==> src/rtl/reg_file.sv <==
// Integer register file: two combinational read ports, one clocked write port.
// x0 has no storage and always reads zero; optional same-cycle write bypass.
module reg_file #(
  parameter int DATA_WIDTH = 32,
  parameter int ADDR_WIDTH = 5,
  parameter bit BYPASS     = 1'b1
) (
  input  logic                  clk,
  input  logic                  rst_n,
  input  logic [ADDR_WIDTH-1:0] rs1_addr,
  input  logic [ADDR_WIDTH-1:0] rs2_addr,
  output logic [DATA_WIDTH-1:0] rs1_data,
  output logic [DATA_WIDTH-1:0] rs2_data,
  input  logic                  we,
  input  logic [ADDR_WIDTH-1:0] rd_addr,
  input  logic [DATA_WIDTH-1:0] rd_data
);

  localparam int DEPTH = 2 ** ADDR_WIDTH;

  logic [DATA_WIDTH-1:0] mem_q [1:DEPTH-1];
  logic [DATA_WIDTH-1:0] mem_d [1:DEPTH-1];
  logic                  wr_en;
  logic                  byp1;
  logic                  byp2;

  assign wr_en = we && (rd_addr != '0);

  always_comb begin
    for (int i = 1; i < DEPTH; i++) begin
      mem_d[i] = mem_q[i];
      if (wr_en && (rd_addr == ADDR_WIDTH'(i))) begin
        mem_d[i] = rd_data;
      end
    end
  end

  always_ff @(posedge clk or negedge rst_n) begin
    if (!rst_n) begin
      for (int i = 1; i < DEPTH; i++) begin
        mem_q[i] <= '0;
      end
    end else begin
      for (int i = 1; i < DEPTH; i++) begin
        mem_q[i] <= mem_d[i];
      end
    end
  end

  // Bypass is gated by rst_n so a held reset forces every read to zero.
  assign byp1 = BYPASS && rst_n && wr_en && (rd_addr == rs1_addr);
  assign byp2 = BYPASS && rst_n && wr_en && (rd_addr == rs2_addr);

  always_comb begin
    rs1_data = '0;
    rs2_data = '0;
    for (int i = 1; i < DEPTH; i++) begin
      if (rs1_addr == ADDR_WIDTH'(i)) rs1_data = mem_q[i];
      if (rs2_addr == ADDR_WIDTH'(i)) rs2_data = mem_q[i];
    end
    if (byp1) rs1_data = rd_data;
    if (byp2) rs2_data = rd_data;
  end

endmodule
==> config.mk <==
export PLATFORM = sky130hd
export DESIGN_NAME = reg_file
export DESIGN_NICKNAME = d
export VERILOG_FILES = /design/src/rtl/reg_file.sv
export SDC_FILE = /design/constraint.sdc
export NUM_CORES = 2
export LEC_CHECK = 0
export BUFFER_PORTS_ARGS = -buffer_cell sky130_fd_sc_hd__buf_4
export CAP_MARGIN = 20
export CORE_MARGIN = 2
export CORE_UTILIZATION = 48
export DETAILED_ROUTE_END_ITERATION = 6
export PLACE_DENSITY = 0.66
export SYNTH_ARGS = -nofsm -noshare
export SYNTH_HDL_FRONTEND = slang
export SYNTH_SLANG_ARGS = --single-unit
==> constraint.sdc <==
create_clock -name clk -period 3.2 [get_ports clk]
set_input_delay 0.8 -clock clk [delete_from_list [all_inputs] [get_ports clk]]
set_output_delay 0.8 -clock clk [all_outputs]
set_load 0.1 [all_outputs]
==> results.yml <==
cts:
  cts_hold_buffers: 0
  clkSlewWorstSetupHoldPaths_ns: 0.06
  clock-root-buffer: "clkbuf_16"
  cts_tree: "built"
  clock_tree.htree_level_count: 3
  cts_buffers: 113
  cts.sink_count: 992
  cts_max_path_buffers: 3
  clock_latency_ns: 0.79
timing:
  maxSlewHeadroom_pct: 29.9
  final_max_slew_viol_count: 0
  timing_worst_slew_pin_value_ns: 1.05
  layout_setup_ws_ns: -0.967
  hold_viol_final: 0
  layout_min_cycle_time_ns: 4.17
  fmaxAchievable_mhz: 240
  worst_clock_skew_ns: 0
  layout_worst_path_cycle_share_pct: 130
  timing.final.setup_violations: 64
  worst_hold_slack_ns: 0.358
  rsz0062_at_grt: "true"
setup_path:
  setup.worst_path.class: "input port to output port"
  family_with_the_most_delay_on_the_worst_path: "compound AO/OA/AOI/OAI gates"
  critPathMaxFanout: 7
  timing.critical_path.cells: "clkbuf_16 > buf_12 > or4b_4 > buf_8 > nor2_4 > a211oi_2 > o211ai_1 > o2111ai_2 > buf_6 > a221oi_4 > buf_4 > o21a_4 > buf_12"
  critical_path.n_buffers_inverters: 6
  crit_path_end_kind: "output port"
  worst_path_largest_cell_delay_ns: 0.48
  timing.critical_path.required_ns: 2.40
  setup.worst_path.start_class: "input port"
  worst_path_max_delay_cell: "or4b_4"
  critPathArrivalTime_ns: 3.37
  cp_common_cell: "buf_12"
place:
  buffer_ports.inserted: 113
  dp_hpwl_mm: 224
  numPlacedInstances: 7623
  placement.setup.worst_slack_ns: -1.81
  last_weighted_congestion_value_of_the_routability_driven_placer: 1.08
synthesis:
  ys_async_sr_fraction_pct: 100
  yosysTopAreaCell: "dfrtp_1"
  postSynthCellCount: 5363
  yosys_most_used_dff: "dfrtp_1"
  ys_types: 93
  syn_area_mm2: 0.0559
  netlist_top_cells_area: "dfrtp_1, mux2_2, o21ai_0"
  synth_largest_type_area_fraction_pct: 44.4
  syn_area_per_cell_um2: 10.4
  synthesis.nets: 5413
  synth.yosys.seq_area_share_pct: 44.4
  synth_edf_count: 0
  ys_seq_elements: 992
  synth_warnings: 0
pwr:
  vdd_ir_drop_max_mv: 0.566
  leakage_power_nw: 35.5
  p_per_area_mw_per_mm2: 530
cells_and_area:
  number_of_nets_in_the_layout: 6546
  largest_register_ffs: 992
  area.growth.synth_to_final_pct: 45.8
  drive_gt1_share_pct: 54.8
  largest_register: "mem_q"
  stdcell_count: 8122
  finish.utilization_pct: 70.4
  reg_top3: "mem_q x992"
grt:
  first_global_vias: 56200
  number_of_antenna_violations_at_the_first_check_in_global_routing: 15
  grt_overflow: 0
  globalRouteTotalUtil_pct: 51.0
  grt_first_pass_wirelength_mm: 433
  grt-busiest-layer: "met2"
  grt_start_max_net_pins: 159
  use_met3_pct: 16.2
  grt_util_met1_pct: 64.9
  groute.layer.met2.usage_pct: 72.7
drt:
  overall_via_count_from_detail_route: 58200
  first_pass_iters: 7
  first_iter_violations: 8177
  number_of_remaining_drc_errors: 4
  avgRoutedWirePerCell_um: 38.7
  routed_wl_mm: 314
  drtAntennaViolNets: 0
  vias_per_cell: 7.17
floorplanning:
  initial_utilization_pct: 48.3
  row_count: 125
  chipHeight_um: 345
  die_width_um: 345
  io-pin-count: 114
  placeableCoreArea_mm2: 0.116
  fp.dieArea_mm2: 0.119
outcome:
  violations: "design-rule violations, negative setup slack"
  result_of_the_run: "finished with violations"
worst_hold_path:
  hold_path.class: "input port to async pin"
run:
  max_cap_viol_count: 0
## cell usage after synthesis, types with 66 or more instances
| master | instances |
|---|---|
| mux2_2 | 1054 |
| dfrtp_1 | 992 |
| o21ai_0 | 413 |
| a21oi_1 | 318 |
| nor2_1 | 305 |
| clkbuf_1 | 289 |
| nand2_1 | 266 |
| o22ai_1 | 254 |
| buf_2 | 170 |
| nand3_1 | 132 |
| a22oi_1 | 115 |
| mux2i_1 | 103 |
| a211oi_1 | 92 |
| o221ai_1 | 77 |
| a221oi_1 | 66 |
## through the flow
stage | total power [mW] | instance area (µm²) | setup TNS (ns)
finish | 43.2 | 81600 | -48.03
global route | 44.2 | 81500 | -47.56
CTS | 42.2 | 78300 | -43.24
detailed placement | 26.9 | 68000 | -69.27
global placement | 26.6 | 68000 | -68.93
floorplan | 22.4 | 57600 | -23.24
## power by group
| group | leakage, nW | switching (mW) | internal, mW |
|---|---|---|---|
| Combinational | 20.9 | 6.08 | 5.31 |
| Clock | 1.99 | 5.94 | 8.36 |
| Sequential | 12.7 | 2.54 | 15.0 |
## per-layer routing
| layer | part of all wire (%) | vias up |
|---|---|---|
| li1 | - | 22600 |
| met1 | 36 | 29300 |
| met2 | 41 | 4810 |
| met3 | 13 | 1486 |
| met4 | 9.8 | 10 |
| met5 | 0.020 | - |
## final timing paths
| kind | start | to | slack (ns) | cells past startpoint |
|---|---|---|---|---|
| worst max register to register | mem_q[438] | mem_q[438] | 2.13 | 2 |
| worst max-delay path | rs2_addr[1] | rs2_data[12] | -0.97 | 13 |
| max in group asynchronous | rst_n | mem_q[628] | 1.10 | 4 |
| min in group clk | rd_data[0] | mem_q[64] | 0.36 | 2 |
| worst min register to register | mem_q[733] | mem_q[733] | 0.51 | 1 |
| worst min-delay path | rst_n | mem_q[179] | 0.36 | 3 |
## placed cells by master, fill, tap and decap left out, types with 203 or more instances in the layout
cell type and count:
o21ai_0 305, buf_4 1014, nor2_1 214, buf_6 208, o22ai_1 203, buf_12 248
mux2_2 1052, dfrtp_1 991, nand2_1 210, a21oi_1 236
## tightest hold or removal path, cell delays in order
cell	delay, ns
buf_8	0.17
buf_4	0.21
buf_12	0.49
## kinds of logic after synthesis
| family | Yosys count | share of synthesized area (%) |
|---|---|---|
| AOI/OAI and AO/OA | 1656 | 19.0 |
| muxes | 1172 | 23.7 |
| and+or+nand+nor | 975 | 8.28 |
| buffers and inverters | 558 | 4.51 |
| DFF | 992 | 44.4 |
| xor gates and xnor gates | 10 | 0.157 |
## what timing repair did
action / in CTS / in global routing
hold endpoints to repair: 0 / 0
gates resized for setup: 1007 / 499
buffers inserted: 177 / 125
pin swaps: 261 / 318
cloned: 19 / 5
endpoints found under the setup margin: 64 / 64
## cell type report
type | instances | area, µm²
multi-input cells | 3813 | 34100
inverters | 21 | 91.3
fillers | 8435 | 34300
clock inverters | 44 | 676
clock buffers | 162 | 3360
well taps | 1524 | 1910
diodes | 11 | 27.5
repair buffers | 1555 | 16600
flip-flops and latches | 992 | 24800
(Power assumes the default switching activity.)
